## config.mk

```make
export PLATFORM = sky130hd
export DESIGN_NAME = modmul_2549_pipe
export DESIGN_NICKNAME = d
export VERILOG_FILES = /design/src/rtl/gf2549_pkg.sv /design/src/rtl/barret_for_2549.sv /design/src/rtl/modmul_2549_pipe.sv
export SDC_FILE = /design/constraint.sdc
export NUM_CORES = 1
export LEC_CHECK = 0
export ABC_CLOCK_PERIOD_IN_PS = 20700
export BUFFER_PORTS_ARGS = -buffer_cell sky130_fd_sc_hd__buf_4
export CAP_MARGIN = 20
export CELL_PAD_IN_SITES_DETAIL_PLACEMENT = 1
export CELL_PAD_IN_SITES_GLOBAL_PLACEMENT = 1
export CORE_AREA = 2 2 187 189
export CTS_CLUSTER_SIZE = 12
export DETAILED_ROUTE_END_ITERATION = 7
export DIE_AREA = 0 0 189 191
export GPL_TIMING_DRIVEN = 0
export PLACE_DENSITY_LB_ADDON = 0.2
export RECOVER_POWER = 50
export SYNTH_ARGS = -nofsm -noshare
export SYNTH_HDL_FRONTEND = slang
export SYNTH_HIERARCHICAL = 1
export SYNTH_SLANG_ARGS = --single-unit
export TNS_END_PERCENT = 30
```

## constraint.sdc

```tcl
create_clock -name clk -period 20.7 [get_ports clk]
set_clock_uncertainty 0.1 [all_clocks]
set_input_delay 4.14 -clock clk [delete_from_list [all_inputs] [get_ports clk]]
set_output_delay 4.14 -clock clk [all_outputs]
set_load 0.005 [all_outputs]
```

## src/rtl/gf2549_pkg.sv

```systemverilog
// Shared constants and types for GF(2549) arithmetic.
package gf2549_pkg;
  localparam int unsigned Q      = 2549;
  localparam int unsigned W_OP   = 12;
  localparam int unsigned W_PROD = 23;

  typedef logic [W_OP-1:0]   elem_t;
  typedef logic [W_PROD-1:0] prod_t;

  // Modulus in operand width, for range compares without width mixing.
  localparam elem_t Q_ELEM = elem_t'(Q);
endpackage

```

## src/rtl/barret_for_2549.sv

```systemverilog
// Combinational Barrett reduction of a 23-bit value modulo 2549.
// The quotient estimate uses mu = floor(2^24 / 2549) = 6581. Because the
// shift (24) exceeds the input width (23), the estimate is at most 2 low.
// The partial remainder is therefore below 3*Q, and two conditional
// subtractions bring it into 0..Q-1.
module barret_for_2549
  import gf2549_pkg::*;
(
  input  prod_t din_a,
  output elem_t dout_r
);
  localparam logic [36:0] MU  = 37'd6581;
  localparam logic [13:0] Q14 = 14'(Q);

  logic [12:0] q_est;
  prod_t       q_times_q;
  logic [13:0] r0, r1, r2;

  // Estimate quotient, form partial remainder, then correct it twice.
  always_comb begin
    q_est     = 13'((37'(din_a) * MU) >> 24);
    q_times_q = prod_t'(q_est) * prod_t'(Q);
    r0        = 14'(din_a - q_times_q);
    r1        = (r0 >= Q14) ? (r0 - Q14) : r0;
    r2        = (r1 >= Q14) ? (r1 - Q14) : r1;
    dout_r    = r2[11:0];
  end
endmodule

```

## src/rtl/modmul_2549_pipe.sv

```systemverilog
// Two-stage streaming modular multiplier over GF(2549).
// S1 holds the raw product and the range-error flag; S2 holds the reduced
// result. Outputs are driven directly from S2 registers.
//
// Handshake: a transfer occurs on a rising edge where valid & ready are both
// high. Once valid is raised it stays high with stable data until the
// transfer. in_ready depends only on internal state and out_ready, never on
// in_valid.
module modmul_2549_pipe
  import gf2549_pkg::*;
(
  input  logic        clk,
  input  logic        rst_n,
  input  logic        in_valid,
  output logic        in_ready,
  input  logic [11:0] in_a,
  input  logic [11:0] in_b,
  output logic        out_valid,
  input  logic        out_ready,
  output logic [11:0] out_r,
  output logic        out_err
);
  logic  s1_valid;
  prod_t s1_prod;
  logic  s1_err;

  logic  s2_valid;
  elem_t s2_r;
  logic  s2_err;

  elem_t red_r;
  logic  adv2;
  logic  in_xfer;
  logic  out_xfer;

  barret_for_2549 u_barrett (
    .din_a  (s1_prod),
    .dout_r (red_r)
  );

  // Advance S1 into S2 only when S2 is empty or is being drained this cycle.
  always_comb begin
    adv2     = s1_valid & (~s2_valid | out_ready);
    in_ready = ~s1_valid | adv2;
    in_xfer  = in_valid & in_ready;
    out_xfer = s2_valid & out_ready;
  end

  // Stage 1: capture product and range flag on input transfer.
  always_ff @(posedge clk or negedge rst_n) begin
    if (!rst_n) begin
      s1_valid <= 1'b0;
      s1_prod  <= '0;
      s1_err   <= 1'b0;
    end else if (in_xfer) begin
      s1_valid <= 1'b1;
      s1_prod  <= prod_t'(in_a) * prod_t'(in_b);
      s1_err   <= (in_a >= Q_ELEM) | (in_b >= Q_ELEM);
    end else if (adv2) begin
      s1_valid <= 1'b0;
    end
  end

  // Stage 2: capture reduced result; an errored pair yields zero, so an
  // unreduced value can never appear on out_r.
  always_ff @(posedge clk or negedge rst_n) begin
    if (!rst_n) begin
      s2_valid <= 1'b0;
      s2_r     <= '0;
      s2_err   <= 1'b0;
    end else if (adv2) begin
      s2_valid <= 1'b1;
      s2_r     <= s1_err ? '0 : red_r;
      s2_err   <= s1_err;
    end else if (out_xfer) begin
      s2_valid <= 1'b0;
    end
  end

  // Outputs straight from S2 registers.
  always_comb begin
    out_valid = s2_valid;
    out_r     = s2_r;
    out_err   = s2_err;
  end
endmodule

```

==> Word level (Yosys, flattened, before mapping) <==
Index checks and enable logic that the tools add are counted.
{ "classes": {"reduce_logical": 2, "add_sub_neg": 3, "magnitude_cmp": 4, "bitwise": 8, "muxes": 7, "n_mul": 3} }
{ "op_table": {"columns": ["cell", "count"], "rows": [
  ["$mul 23x13->36 const B", 1],
  ["$ge 14x12->1 const B", 2],
  ["$ge 12x12->1 const B", 2],
  ["$mux 12", 2],
  ["$mul 12x12->23", 1],
  ["$mul 12x12->14 const B", 1],
  ["$mux 14", 1],
  ["$sub 14x12->14 const B", 1],
  ["$sub 14x14->14", 1],
  ["$sub 12x12->12 const B", 1],
  ["$mux 1", 4],
  ["$reduce_bool 2->1", 2],
  ["$and 1x1->1", 3],
  ["$or 1x1->1", 3],
  ["$not 1->1", 2]
]} }
{ "totals": {"regBits": 39, "inputBits": 28, "wordCells": 33, "output_inout_bits": 15} }

==> Longest topological paths before layout <==
{ "logic_depth": {"depth_word": 8, "ltp_mapped": 53, "depth_no_buf": 50} }

==> Hierarchy <==
The synthesis kept the hierarchy.
{ "modules_own_cells": {"columns": ["mod", "instances", "cells_per_inst", "area_each_um2", "seq_area_each_um2"], "rows": [
  ["barret_for_2549", 1, 1005, 8872.3, 0.0],
  ["modmul_2549_pipe", 1, 709, 6268.5, 975.9]
]} }

==> Worst setup path after synthesis <==
OpenSTA, ideal clock, no wires.
{ "synth_timing": {"kind": "flip-flop to flip-flop", "from": "register s1_prod[13]", "to": "register s2_r[2], in the netlist out_r[2]", "stages_incl_launch_ff": 50, "t_arrival_ns": 11.384, "n_path_buf": 2, "synth_period_minus_slack_ns": 11.567, "required_ns": 20.517, "setup_time_ns": 0.083, "setup_slack_ns": 9.133, "cell_sequence": "dfrtp_1 > ha_1 > inv_1 > fa_1 > inv_1 > fa_1 > fa_1 > inv_1 > fa_1 > inv_1 > ha_1 > a21oi_1 > o21ai_0 > o21ai_0 > nand3_1 > a31oi_1 > o21bai_1 > a21oi_1 > [... 14 more ...] > a31o_2 > a21oi_1 > xor2_1 > o311ai_4 > nor2_4 > clkbuf_1 > o21ai_0 > ha_1 > a21oi_1 > o21ai_0 > a21oi_2 > a2bb2oi_2 > buf_6 > nor3_1 > o32ai_2 > xnor2_1 > nand2b_1 > o21ai_0"} }
{ "synth_between": {"elab_chain_len": 8, "elab_cells_between_ends": 10, "classes_between": "3 x add/sub; 2 x mul; 2 x order compare; 3 x mux"} }
{ "synth_rtl": {"columns": ["item", "line_no", "text"], "rows": [
  ["start: declaration", "modmul_2549_pipe.sv:24", "prod_t s1_prod;"],
  ["start signal: assignment", "modmul_2549_pipe.sv:57", "s1_prod <= prod_t'(in_a) * prod_t'(in_b);"],
  ["$mul 23x13->36", "barret_for_2549.sv:21", "q_est = 13'((37'(din_a) * MU) >> 24);"],
  ["$mul 12x12->14", "barret_for_2549.sv:22", "q_times_q = prod_t'(q_est) * prod_t'(Q);"],
  ["$sub 14x14->14 (*)", "barret_for_2549.sv:23", "r0 = 14'(din_a - q_times_q);"],
  ["$sub 14x12->14 or $ge 14x12->1 (tied branches)", "barret_for_2549.sv:24", "r1 = (r0 >= Q14) ? (r0 - Q14) : r0;"],
  ["$mux 14 (*)", "barret_for_2549.sv:24", null],
  ["$sub 12x12->12 or $ge 14x12->1 (tied branches)", "barret_for_2549.sv:25", "r2 = (r1 >= Q14) ? (r1 - Q14) : r1;"],
  ["$mux 12 (*)", "barret_for_2549.sv:25", null],
  ["via red_r[2]", "modmul_2549_pipe.sv:31", "elem_t red_r;"],
  ["$mux 12 (*)", "modmul_2549_pipe.sv:73", "s2_r <= s1_err ? '0 : red_r;"],
  ["end signal: assignment", "modmul_2549_pipe.sv:73", null],
  ["end: declaration", "modmul_2549_pipe.sv:28", "elem_t s2_r;"]
]} }
Mark *: on every way through the listed nets, which the timed path passes. The rest lies on a longest branch.
A chain may end at the register's enable or synchronous reset.

==> Worst setup path in the final report <==
{ "layout_timing": {"from": "register s1_prod[2]", "to": "register s2_r[10], in the netlist out_r[10]"} }
The elaborated chain is that of the path after synthesis.

==> metrics.txt <==
initial DRC count 352; final hold vios 0; critical path data arrival time 14.05 ns; final setup TNS 0 ns; Most used DFF post-synth sky130_fd_sc_hd__dfrtp_1; crit path max fanout 10; count of nets after finishing 2273; register area share after synthesis 0.0645; reg2reg start s1_prod[2]$_DFFE_PN0P_; maximum number of pins on one net before global-route repair 40; Max-cap violations 1; class of the tightest hold or removal check reg2reg; post-CTS setup-driven buffer insertion count 0; cts bufs inserted 5; number of global-route vias before repair 12.9k; terminus of the critical flop-to-flop path out_r[10]$_DFFE_PN0P_; synthesized flop and latch total 39; clock slew at reported path FFs 0.06 ns; post-synthesis average cell area 8.83 um^2; Root Buffer sky130_fd_sc_hd__clkbuf_16; clock latency on the worst-skew pair 0.29 ns; number of DRC violations after detailed routing 0; cell row count 68; first-pass GRT wire length 64700 um; Syn Inst Count 1714; cell mode on critical path sky130_fd_sc_hd__fa_1; number of I/O port buffers 42; cell family with most CP delay adder cells; I/O pin count 43; initial antenna violation count 0; run status finished, violations left; per-cell via count in the routed design 5.09; overall global routing resource usage 0.223; Max Slew Vio Count 40; Layout area overhead 6.99%; CTS tree built; worst-margin pin slew 2.12 ns; setup repair after global routing missed its margin false; number of iterations in the first detailed-routing pass 5; fraction of the cycle the final worst path needs 0.674; routed length per placed instance 17.4 um; Final Instance Count excl. Fillers 2220; failing checks max-capacitance violations, max-slew violations; Post-synth EDFFs 0; Worst Path Class, Setup reg2reg; data required time of the worst path 20.80 ns; die footprint 36100 um^2; CTS H-tree depth 2; GRT overflow 0; Setup crit end out_r[10]$_DFFE_PN0P_; post-synthesis net count 2223; Longest Clk Path Bufs 2; DRT antenna net count 0; final weighted congestion of routability-driven global placement 0.879; warnings from Yosys 6; slowest cell on the critical path sky130_fd_sc_hd__dfrtp_1; netlist area before placement 15100 um^2; width of the die 189 um; post-cts resize count 0; worst setup path startpoint s1_prod[2]$_DFFE_PN0P_; hold bufs inserted after CTS 0; critical path startpoint category flop; detailed placer's ending HPWL 34400 um; type of destination of the critical path flop; effective utilization at floorplan 0.444; WP depth 46; number of clock sinks 39; Max Clock Freq 0.0717 GHz; slack of the worst reg-to-reg path 6.75 ns; number of antenna diodes 0; Worst R2R Path Depth 46; via count of the routed design 11.3k; setup-violating endpoint count in the final report 0; number of distinct library cells after synthesis 81; delay of the slowest cell on the worst path 0.73 ns; async set or reset register ratio after synthesis 1.00; DRT Wirelength 38700 um; y dimension of the die 191 um; remaining max-slew budget at the tightest pin -0.410; sum of buffers and inverters on the critical path 8; Core ar. 34100 um^2; share of layout cells above drive strength 1 0.0510; placed cells 2212; minimum clock period 13.95 ns
## logic make-up (layout without fill, tap and decap cells)
group | count (synthesis) | after routing | share of synthesized area
buffers and inverters | 487 | 538 | 0.123
AOI/OAI and AO/OA | 237 | 237 | 0.107
adders and majority gates | 481 | 481 | 0.519
and+or+nand+nor | 360 | 360 | 0.116
muxes | 12 | 12 | 0.00843
DFF | 39 | 39 | 0.0645
xor gates and xnor gates | 98 | 98 | 0.0610
## routing by layer
metal	up-vias	GRT usage	routed length (um)
met5	-	0	0
met4	0	0.0448	626
met3	36	0.0117	712
met2	114	0.430	20500
met1	5728	0.275	16900
li1	5430	-	-
## final cells by class
class	count	area, um^2
Clock inverter	2	35.0
Inverter	445	1670
Multi-Input combinational cell	1188	12300
Tap cell	455	569
Timing Repair Buffer	43	315
Fill cell	4060	17900
Clock buffer	6	139
Sequential cell	39	976
Buffer	42	199
## cells in the mapped netlist, drive strengths merged, types with 6 or more instances
master	n	area, um^2
inv	445	1670
fa	246	4920
ha	235	2940
nand2	162	608
o21ai	66	330
a21oi	63	323
and2	61	382
xnor2	52	455
xor2	42	375
dfrtp	39	976
nor2	39	154
clkbuf	37	149
nand2b	22	138
a21o	20	150
nand3	17	85.1
o21a	16	120
nor3	13	65.1
and3	11	70.1
a31oi	8	62.6
a211o	6	52.6
a211oi	6	50.1
mux2	6	67.6
mux2i	6	60.1
o211ai	6	55.1
## flip-flops by register name, indices dropped and copies added, names as in the netlist
register / flops
out_err: 1
out_r: 12
s1_prod: 23
out_valid: 1
s1_valid: 1
s1_err: 1
## worst register-to-register path: cells and delay by family, from the launching register on
kind | cells | cell delay, ns
simple gates | 6 | 1.60
compound gates | 13 | 3.02
buf+inv | 8 | 1.07
flops | 1 | 0.73
fa+ha+maj | 13 | 5.16
mux | 1 | 0.25
xor+xnor | 5 | 1.91
## worst min path at each step
stage / start / to / cells past startpoint
finish: out_r[2]$_DFFE_PN0P_ / out_r[2]$_DFFE_PN0P_ / 2
global placement: out_r[7]$_DFFE_PN0P_ / out_r[7]$_DFFE_PN0P_ / 2
CTS: out_r[6]$_DFFE_PN0P_ / out_r[6]$_DFFE_PN0P_ / 2
floorplan: s1_valid$_DFFE_PN0P_ / out_valid$_DFFE_PN0P_ / 1
global route: out_r[8]$_DFFE_PN0P_ / out_r[8]$_DFFE_PN0P_ / 2
detailed placement: out_r[8]$_DFFE_PN0P_ / out_r[8]$_DFFE_PN0P_ / 2
## cell usage in the layout, fill, tap and decap left out, types with 5 or more instances in the layout
cell,count
sky130_fd_sc_hd__and3_1,10
sky130_fd_sc_hd__o21ai_0,61
sky130_fd_sc_hd__clkbuf_1,37
sky130_fd_sc_hd__fa_1,246
sky130_fd_sc_hd__dfrtp_1,39
sky130_fd_sc_hd__a31oi_1,6
sky130_fd_sc_hd__nor2b_1,5
sky130_fd_sc_hd__a21o_1,20
sky130_fd_sc_hd__mux2i_1,6
sky130_fd_sc_hd__o21ai_1,5
sky130_fd_sc_hd__a21oi_1,61
sky130_fd_sc_hd__o2111ai_1,5
sky130_fd_sc_hd__ha_1,235
sky130_fd_sc_hd__mux2_2,6
sky130_fd_sc_hd__buf_4,37
sky130_fd_sc_hd__nand3_1,17
sky130_fd_sc_hd__nand2_1,162
sky130_fd_sc_hd__and2_1,61
sky130_fd_sc_hd__clkbuf_16,5
sky130_fd_sc_hd__nand2b_1,22
sky130_fd_sc_hd__a211o_1,6
sky130_fd_sc_hd__xor2_1,41
sky130_fd_sc_hd__a211oi_1,5
sky130_fd_sc_hd__nor3_1,13
sky130_fd_sc_hd__nor2_1,38
sky130_fd_sc_hd__o21a_1,16
sky130_fd_sc_hd__inv_1,445
sky130_fd_sc_hd__xnor2_1,52
sky130_fd_sc_hd__or3_1,5
## through the flow
stage	area, um^2	util	setup WS (ns)	hold WS (ns)
2_1_floorplan	15100	-	9.13	0.357
3_3_place_gp	16000	0.470	7.00	0.371
3_5_place_dp	16000	0.470	6.72	0.380
4_1_cts	16200	0.475	6.66	0.400
5_1_grt	16200	0.475	5.89	0.434
6_report	16200	0.475	6.75	0.391
Power is not shown: default switching activity piles up to over one toggle a cycle in this logic, so the estimate is an artifact.
